### src/rtl/image_paste_pkg.sv
`default_nettype none
// ============================================================================
// Module      : image_paste_pkg
// Description : Shared image-pipeline definitions. Holds the sequencing state
//               encoding, the source header size, the bytes-per-pixel factor
//               and the address/coordinate widths. The cropping stage and the
//               paste stage both use it.
// Revision    : 1.0 - initial release
// ============================================================================
package image_paste_pkg;

    localparam int HDR_BYTES       = 54;
    localparam int BYTES_PER_PIXEL = 3;
    localparam int ADDR_W          = 24;
    localparam int COORD_W         = 11;

    typedef enum logic [1:0] {
        IDLE  = 2'd0,
        READ  = 2'd1,
        WRITE = 2'd2,
        DONE  = 2'd3
    } paste_state_t;

endpackage
`default_nettype wire

### src/rtl/image_paste_addr_gen.sv
`default_nettype none
// ============================================================================
// Module      : img_addr_gen
// Description : Combinational address and clipping calculator for column-major
//               RGB buffers.
//   x, y, rgb      : current column, row and colour byte inside the crop
//   x_dst, y_dst   : destination corner in the full frame
//   crop_h         : crop height (rows per source column)
//   src_addr       : HDR_BYTES + (x*crop_h + y)*3 + rgb       (mod 2^24)
//   dst_addr       : (x_dst+x)*HEIGHT*3 + (y_dst+y)*3 + rgb   (mod 2^24)
//   in_frame       : destination pixel lies inside WIDTH x HEIGHT
// Revision    : 1.0 - initial release
// ============================================================================
module img_addr_gen #(
    parameter int WIDTH     = 100,
    parameter int HEIGHT    = 100,
    parameter int HDR_BYTES = image_paste_pkg::HDR_BYTES
) (
    input  logic [10:0] x,
    input  logic [10:0] y,
    input  logic [1:0]  rgb,
    input  logic [10:0] x_dst,
    input  logic [10:0] y_dst,
    input  logic [10:0] crop_h,
    output logic [23:0] src_addr,
    output logic [23:0] dst_addr,
    output logic        in_frame
);
    import image_paste_pkg::*;

    localparam logic [23:0] C_HDR        = 24'(HDR_BYTES);
    localparam logic [23:0] C_BPP        = 24'(BYTES_PER_PIXEL);
    localparam logic [23:0] C_COL_STRIDE = 24'(HEIGHT * BYTES_PER_PIXEL);
    localparam logic [11:0] C_WIDTH      = 12'(WIDTH);
    localparam logic [11:0] C_HEIGHT     = 12'(HEIGHT);

    logic [23:0] w_src_pix;
    logic [23:0] w_dst_col;
    logic [23:0] w_dst_row;
    logic [11:0] w_col_12;
    logic [11:0] w_row_12;

    always_comb begin
        w_src_pix = 24'(x) * 24'(crop_h) + 24'(y);
        src_addr  = C_HDR + w_src_pix * C_BPP + 24'(rgb);

        w_dst_col = 24'(x_dst) + 24'(x);
        w_dst_row = 24'(y_dst) + 24'(y);
        dst_addr  = w_dst_col * C_COL_STRIDE + w_dst_row * C_BPP + 24'(rgb);

        // One extra bit keeps corner + offset from wrapping before the compare.
        w_col_12  = {1'b0, x_dst} + {1'b0, x};
        w_row_12  = {1'b0, y_dst} + {1'b0, y};
        in_frame  = (w_col_12 < C_WIDTH) && (w_row_12 < C_HEIGHT);
    end

endmodule
`default_nettype wire

### src/rtl/image_paste.sv
`default_nettype none
// ============================================================================
// Module      : image_paste
// Description : Scatters a compact column-major cropped RGB buffer back into a
//               WIDTH x HEIGHT frame at (xDst, yDst), clipping off-frame
//               pixels. Each byte is one READ cycle then one WRITE cycle.
//   clk, rst            : clock, asynchronous active-high reset
//   start / done        : request a paste / high while finished
//   readAddr, readdata  : source read port (1-cycle latency)
//   writeAddr, wrdata,
//   wren                : destination write port
//   xDst, yDst          : destination corner
//   cropW, cropH        : source columns / rows
// Revision    : 1.0 - initial release
// ============================================================================
module image_paste #(
    parameter int WIDTH     = 100,
    parameter int HEIGHT    = 100,
    parameter int HDR_BYTES = image_paste_pkg::HDR_BYTES
) (
    input  logic        clk,
    input  logic        rst,
    input  logic        start,
    output logic        done,
    output logic [23:0] readAddr,
    input  logic [15:0] readdata,
    output logic [23:0] writeAddr,
    output logic [15:0] wrdata,
    output logic        wren,
    input  logic [10:0] xDst,
    input  logic [10:0] yDst,
    input  logic [10:0] cropW,
    input  logic [10:0] cropH
);
    import image_paste_pkg::*;

    paste_state_t r_state, w_state_nxt;
    logic [10:0]  r_x, r_y, w_x_nxt, w_y_nxt;
    logic [1:0]   r_rgb, w_rgb_nxt;
    logic [10:0]  r_xdst, r_ydst, r_cropw, r_croph;
    logic [10:0]  w_xdst_nxt, w_ydst_nxt, w_cropw_nxt, w_croph_nxt;
    logic         w_in_frame;

    img_addr_gen #(
        .WIDTH     (WIDTH),
        .HEIGHT    (HEIGHT),
        .HDR_BYTES (HDR_BYTES)
    ) u_addr_gen (
        .x        (r_x),
        .y        (r_y),
        .rgb      (r_rgb),
        .x_dst    (r_xdst),
        .y_dst    (r_ydst),
        .crop_h   (r_croph),
        .src_addr (readAddr),
        .dst_addr (writeAddr),
        .in_frame (w_in_frame)
    );

    always_ff @(posedge clk or posedge rst) begin
        if (rst) begin
            r_state <= IDLE;
            r_x     <= '0;
            r_y     <= '0;
            r_rgb   <= '0;
            r_xdst  <= '0;
            r_ydst  <= '0;
            r_cropw <= '0;
            r_croph <= '0;
        end else begin
            r_state <= w_state_nxt;
            r_x     <= w_x_nxt;
            r_y     <= w_y_nxt;
            r_rgb   <= w_rgb_nxt;
            r_xdst  <= w_xdst_nxt;
            r_ydst  <= w_ydst_nxt;
            r_cropw <= w_cropw_nxt;
            r_croph <= w_croph_nxt;
        end
    end

    always_comb begin
        w_state_nxt = r_state;
        w_x_nxt     = r_x;
        w_y_nxt     = r_y;
        w_rgb_nxt   = r_rgb;
        w_xdst_nxt  = r_xdst;
        w_ydst_nxt  = r_ydst;
        w_cropw_nxt = r_cropw;
        w_croph_nxt = r_croph;
        done        = 1'b0;
        wren        = 1'b0;
        wrdata      = '0;

        case (r_state)
            IDLE, DONE: begin
                done = (r_state == DONE);
                if (start) begin
                    w_xdst_nxt  = xDst;
                    w_ydst_nxt  = yDst;
                    w_cropw_nxt = cropW;
                    w_croph_nxt = cropH;
                    w_x_nxt     = '0;
                    w_y_nxt     = '0;
                    w_rgb_nxt   = '0;
                    w_state_nxt = (cropW == 11'd0 || cropH == 11'd0) ? DONE : READ;
                end
            end
            READ: begin
                w_state_nxt = WRITE;
            end
            WRITE: begin
                wrdata      = readdata;
                wren        = w_in_frame;
                w_state_nxt = READ;
                if (r_rgb == 2'd2) begin
                    w_rgb_nxt = 2'd0;
                    // 12-bit compares so a maximal crop size cannot wrap.
                    if (({1'b0, r_y} + 12'd1) == {1'b0, r_croph}) begin
                        w_y_nxt = '0;
                        w_x_nxt = r_x + 11'd1;
                        if (({1'b0, r_x} + 12'd1) == {1'b0, r_cropw}) begin
                            w_state_nxt = DONE;
                        end
                    end else begin
                        w_y_nxt = r_y + 11'd1;
                    end
                end else begin
                    w_rgb_nxt = r_rgb + 2'd1;
                end
            end
            default: begin
                w_state_nxt = IDLE;
            end
        endcase
    end

endmodule
`default_nettype wire

### config.mk
export PLATFORM = sky130hd
export DESIGN_NAME = image_paste
export DESIGN_NICKNAME = d
export VERILOG_FILES = /design/src/rtl/image_paste_pkg.sv /design/src/rtl/image_paste_addr_gen.sv /design/src/rtl/image_paste.sv
export SDC_FILE = /design/constraint.sdc
export NUM_CORES = 1
export LEC_CHECK = 0
export ABC_CLOCK_PERIOD_IN_PS = 8350
export BUFFER_PORTS_ARGS = -buffer_cell sky130_fd_sc_hd__clkbuf_2
export CAP_MARGIN = 25
export CORE_MARGIN = 2
export CORE_UTILIZATION = 53
export DETAILED_ROUTE_END_ITERATION = 6
export PLACE_DENSITY_LB_ADDON = 0.12
export SETUP_SLACK_MARGIN = 0.15
export SLEW_MARGIN = 20
export SYNTH_ARGS = -nofsm -noshare
export SYNTH_HDL_FRONTEND = slang
export SYNTH_SLANG_ARGS = --single-unit
export TNS_END_PERCENT = 1
### constraint.sdc
create_clock -name clk -period 8.35 [get_ports clk]
set_clock_uncertainty 0.2 [all_clocks]
set_input_delay 0 -clock clk [delete_from_list [all_inputs] [get_ports clk]]
set_output_delay 0 -clock clk [all_outputs]
set_load 0.005 [all_outputs]
==> flow_summary.toml, run 1 <==
[global_routing]
grt_pass1_wl_mm = 51.9
grt_pass1_vias = 10927
grt_use_total_pct = 23.9
antenna_found_initial = 0
overflow = 0
grt_max_degree = 71

[worst_setup_path]
cp.buffers_inverters = 5
cp_slowest_cell = "fa_1"
startpoint_type = "flop"
critPathMaxFanout = 10
arrival_ns = 7.50
cp.required_ns = 8.15
critPathTopFamily = "adder cells"
critPathMaxStageDelay_ns = 0.55
cp_common_cell = "fa_1"
path_class = "flop to primary output"
endpoint_kind = "primary output"

[flow_run]
cap_viol_max_count = 0

[clocking]
cts-htree-levels = 3
worstSkewPairLatency_ns = 0.35
cts-root-buf = "clkbuf_16"
cts_tree = "done"
clock_sinks = 70
cts_buffers = 9
path_clk_slew_ns = 0.06
cts_buffer_depth = 2

[sta]
finalMaxSlewViolations = 0
rsz0062_at_grt = "true"
finalSetupViolations = 0
worst_pin_slew_ns = 0.955
setup_tns_ns = 0
slew_headroom_pct = 35.5
fin_crit_sh_pct = 92.2
min_period_ns = 7.70
max_freq_mhz = 130
hold_viol_final = 0

[place]
io_buffers = 126
dp_hpwl_mm = 25.0
gp_congestion = 0.858

[floorplanning]
die_h_um = 162
start_util_pct = 54.3
die_w_um = 162
die_area_mm2 = 0.0264
design.core.area_mm2 = 0.0245
top_level_ports = 129
fp-row-count = 57

[synthesis]
synthArstFlopShare_pct = 100
synth_flop_cell = "dfrtp_1"
synth_edf_count = 0
ys_seq_area_share_pct = 13.2
ys_seq_elements = 70
mappedNetlistArea_mm2 = 0.0133
ys_types = 71
synth_cells = 1535
yosysWarnings = 0
syn_area_per_cell_um2 = 8.66

[detailed_routing]
drt_iter0_markers = 553
drc = 0
vias = 11057
first_pass_iters = 5
drt-total-wl_mm = 30.6
drtAntennaViolNets = 0
avgRoutedWirePerCell_um = 15.2
vias_per_cell = 5.50

[finish]
drive_gt1_share_pct = 14.2
diodes = 0
area.growth.synth_to_final_pct = 13.1
final_nets = 2073
final_common_cell = "inv_1"
final_cell_mix = "245 x inv_1, 206 x ha_1, 126 x nand2_1, 126 x clkbuf_2, 122 x fa_1"

[min_path]
worst_hold_path_type = "input pin to primary output"

[run_status]
outcome = "completed"
## final timing paths
kind	start	to	slack (ns)	cells past startpoint
min in group asynchronous	rst	r_xdst[1]$_DFFE_PP0P_	0.26	4
min reg2reg	r_ydst[0]$_DFFE_PP0P_	r_ydst[0]$_DFFE_PP0P_	0.32	1
max reg2reg	r_y[0]$_DFFE_PP0P_	r_y[0]$_DFFE_PP0P_	4.75	8
max	r_x[3]$_DFFE_PP0P_	readAddr[23]	0.65	27
max in group asynchronous	rst	r_x[0]$_DFFE_PP0P_	7.02	4
min	readdata[2]	wrdata[2]	0.08	3
## area by class of cell
type,instances,area [um2]
clock buffer,10,239
clock inverter,6,68.8
fill,2186,9430
inverter,246,923
multi-input combinational,1172,10400
sequential,70,1770
tap,324,405
timing repair buffer,183,1190
## Yosys cell counts, types with 14 or more instances
| master | number | area share (%) |
|---|---|---|
| a21oi_1 | 79 | 3.0 |
| o21ai_0 | 59 | 2.2 |
| mux2_2 | 46 | 3.9 |
| nor3_1 | 33 | 1.2 |
| and2_1 | 72 | 3.4 |
| xnor2_1 | 70 | 4.6 |
| xor2_1 | 43 | 2.8 |
| clkbuf_1 | 37 | 1.0 |
| ha_1 | 206 | 19 |
| inv_1 | 246 | 6.9 |
| nand3_1 | 25 | 0.94 |
| nor2_1 | 58 | 1.6 |
| dfrtp_1 | 70 | 13 |
| fa_1 | 122 | 18 |
| o21bai_1 | 14 | 0.79 |
| nand2_1 | 127 | 3.6 |
| a21o_1 | 33 | 1.9 |
## stage by stage
| step | instances | util [%] | hold WS (ns) | setup WS [ns] | cell area (um2) |
|---|---|---|---|---|---|
| final | 2011 | 61.5 | 0.0756 | 0.655 | 15000 |
| after global routing | 2011 | 61.5 | 0.0910 | 0.124 | 15000 |
| after CTS | 2007 | 61.2 | 0.0782 | 0.256 | 15000 |
| after detailed placement | 1945 | 58.0 | 0.0360 | 0.637 | 14200 |
| after global placement | 1944 | 57.9 | 0.0327 | 0.881 | 14200 |
| after floorplan | 1536 | - | -0.0841 | 1.33 | 13300 |
## metal layers
layer / track usage [%] / wire [um] / vias to the layer above / part of all wire (%)
met3: 2.70 / 1050 / 33 / 3.4
met4: 6.11 / 599 / 0 / 2.0
li1: - / - / 5425 / -
met1: 31.5 / 13700 / 5387 / 45
met5: 0 / 0 / - / 0
met2: 42.1 / 15300 / 212 / 50
## repair_timing
item	in CTS	in global routing
setup buffers	0	4
hold buffers	46	0
gates resized for setup	0	20
hold endpoints to repair	117	0
endpoints found under the setup margin	0	10
## sequential cells by signal, summed over array words and instances (netlist names)
register  cells
r_croph      11
r_cropw      11
r_x          11
r_xdst       11
r_y          11
r_ydst       11
r_rgb         2
r_state       2
## kinds of logic (layout without fill, tap and decap cells)
| group | Yosys count | count (layout) | synth area share [%] |
|---|---|---|---|
| multiplexers | 48 | 48 | 4.05 |
| XOR/XNOR | 113 | 113 | 7.45 |
| buffers and inverters | 294 | 445 | 8.48 |
| AND/OR/NAND/NOR | 398 | 398 | 15.2 |
| other | 1 | 2 | 0.0282 |
| flip-flops | 70 | 70 | 13.2 |
| AO/OA/AOI/OAI | 283 | 283 | 13.8 |
| adder cells (fa/ha/maj) | 328 | 328 | 37.8 |
## worst min-delay path, delay by kind of cell
| family | cells | cell delay [ns] |
|---|---|---|
| buffers and inverters | 2 | 0.17 |
| and+or+nand+nor | 1 | 0.11 |
Power of run 1 is not shown: default switching activity piles up to over one toggle a cycle in this logic, so the estimate is an artifact.
==> run 2, diff against run 1 <==
==> constraint.sdc (replaced) <==
create_clock -name clk -period 8.35 [get_ports clk]
set_clock_uncertainty 0.2 [all_clocks]
set_input_delay 0 -clock clk [delete_from_list [all_inputs] [get_ports clk]]
set_output_delay 0 -clock clk [all_outputs]
set_load 0.01 [all_outputs]
==> run 2 against run 1 <==
Effect of this change:
- count of clock-buffer cells in the layout unchanged
- final area about the same
- maximum frequency fell by 0.55%
- critical endpoint unchanged
- global-route usage up 0.29 points
- utilization about the same
- setup slack got worse by 0.043 ns
- non-clock buffer count fell by 1
- critical path type unchanged
- cell count stayed put
- highest routed layer unchanged
- via count shrank 0.49%
- routed wire length rose by 0.64%
==> flow_summary.toml, run 2 (synthesis gave the netlist of run 1 again) <==
[run_status]
outcome = "completed"

[detailed_routing]
detail_route.wirelength.met1_mm = 13.8
drt-total-wl_mm = 30.8
drtAntennaViolNets = 0
vias = 11003
dr_wl_met2_mm = 15.5
met3_length_um = 972
drc = 0
vias_per_cell = 5.47
drt_iter0_markers = 531
first_pass_iters = 5
avgRoutedWirePerCell_um = 15.3
highest_layer = "met4"

[min_path]
hold_end = "wrdata[4]"
worst_hold_path_type = "input pin to primary output"
hold_path.startpoint = "readdata[4]"
holdPathStages = 3

[place]
gp_congestion = 0.855
io_buffers = 126
dp_hpwl_mm = 25.2

[sta]
min_period_ns = 7.74
finalMaxSlewViolations = 0
max_freq_mhz = 129
worst_pin_slew_ns = 1.13
fin_crit_sh_pct = 92.7
finalSetupViolations = 0
slew_headroom_pct = 23.4
hold_viol_final = 0
setup_tns_ns = 0
rsz0062_at_grt = "true"

[worst_setup_path]
r2r_end = "r_y[0]$_DFFE_PP0P_"
startpoint_type = "flop"
r2r_start = "r_y[1]$_DFFE_PP0P_"
arrival_ns = 7.54
endpoint_kind = "primary output"
critPathMaxFanout = 10
cp.required_ns = 8.15
rrSetupSlack_ns = 4.77
path_class = "flop to primary output"
r2r_cells = 8

[finish]
area.growth.synth_to_final_pct = 13.2
final_nets = 2072
final_common_cell = "inv_1"
fill_cells = 2202
drive_gt1_share_pct = 14.0
final_cell_mix = "245 x inv_1, 206 x ha_1, 126 x nand2_1, 126 x clkbuf_2, 122 x fa_1"

[floorplanning]
fp-row-count = 57
die_w_um = 162
top_level_ports = 129
die_area_mm2 = 0.0264
design.core.area_mm2 = 0.0245
start_util_pct = 54.3
die_h_um = 162

[clocking]
cts-root-buf = "clkbuf_16"
path_clk_slew_ns = 0.06
cts_buffer_depth = 2
clock_sinks = 70
cts_tree = "done"
worstSkewPairLatency_ns = 0.35
cts-htree-levels = 3
cts_buffers = 9

[global_routing]
grt_use_total_pct = 24.2
antenna_found_initial = 0
overflow = 0
grt_pass1_vias = 11046
grt_pass1_wl_mm = 52.4
grt_max_degree = 71

[flow_run]
cap_viol_max_count = 0
[run 2: changes by cell type in the layout (fill, tap and decap cells not counted)]
cell       change
clkbuf_8       -1
clkinv_2       -1
clkbuf_1       +1
dfrtp_1        +3
nor3_2         +1
diode_2        +1
clkinv_4       -1
o21ai_1        +1
buf_4          -1
bufinv_16      +1
o21ai_0        -1
nor3_1         -1
inv_6          +1
dfrtp_2        -3
[run 2: how the worst max path moves through the flow]
stage                                  start            end  depth (start not counted)  slack (ns)
after floorplan           r_x[2]$_DFFE_PP0P_   readAddr[23]                         27        1.26
after global placement    r_x[2]$_DFFE_PP0P_   readAddr[23]                         26        0.87
after detailed placement  r_x[1]$_DFFE_PP0P_  writeAddr[20]                         29        0.65
after CTS                 r_x[1]$_DFFE_PP0P_  writeAddr[20]                         29        0.24
after global routing      r_x[0]$_DFFE_PP0P_  writeAddr[21]                         30        0.14
final                     r_x[3]$_DFFE_PP0P_   readAddr[23]                         27        0.61
[run 2: final cells by class]
| type | count | area (um2) | share of cell area (%) |
|---|---|---|---|
| clock buffer | 10 | 229 | 1.52 |
| multi-input combinational | 1172 | 10400 | 69.4 |
| inverter | 246 | 923 | 6.14 |
| clock inverter | 6 | 93.8 | 0.624 |
| sequential | 70 | 1770 | 11.8 |
| timing repair buffer | 182 | 1180 | 7.83 |
| antenna | 1 | 2.50 | 0.0166 |
| tap | 324 | 405 | 2.69 |
[run 2: routing by layer]
metal  vias up  track usage, %
met5         -               0
met4         0            5.95
met3        40            2.80
met2       193            42.6
met1      5356            31.9
li1       5414               -
[run 2: what timing repair did]
action / 4_1_cts / 5_1_grt
gates resized for setup: 0 / 19
buffers inserted: 0 / 3
setup endpoints to repair: 0 / 12
hold buffers: 46 / 0
hold endpoints to repair: 117 / 0
[run 2: critical path, cell delays in order (launching register included)]
cell and delay (ns):
dfrtp_1 0.52, buf_4 0.25, nand2_1 0.09, fa_1 0.44, fa_1 0.54, inv_1 0.05
fa_1 0.48, fa_1 0.55, inv_1 0.06, fa_1 0.52, inv_1 0.04, ha_1 0.35
and3_1 0.21, a21boi_0 0.30, a211oi_2 0.11, o31ai_2 0.43, a21o_1 0.17, a21oi_1 0.07
xor2_1 0.35, xnor2_1 0.13, ha_1 0.38, a21oi_1 0.30, o21ai_0 0.14, a21o_1 0.19
a21oi_1 0.12, o21ai_0 0.11, xor2_1 0.15, clkbuf_2 0.15
[run 2: stage by stage]
step           utilization [%]  hold slack (ns)  cells  instance area (um2)  setup WS (ns)
2_1_floorplan                -          -0.0502   1536                13300           1.26
3_3_place_gp              57.9           0.0327   1944                14200          0.867
3_5_place_dp              58.0           0.0371   1945                14200          0.647
4_1_cts                   61.2           0.0995   2007                15000          0.237
5_1_grt                   61.5            0.112   2010                15000          0.143
6_report                  61.5           0.0961   2011                15000          0.612
Power of run 2 is left out for the same reason.
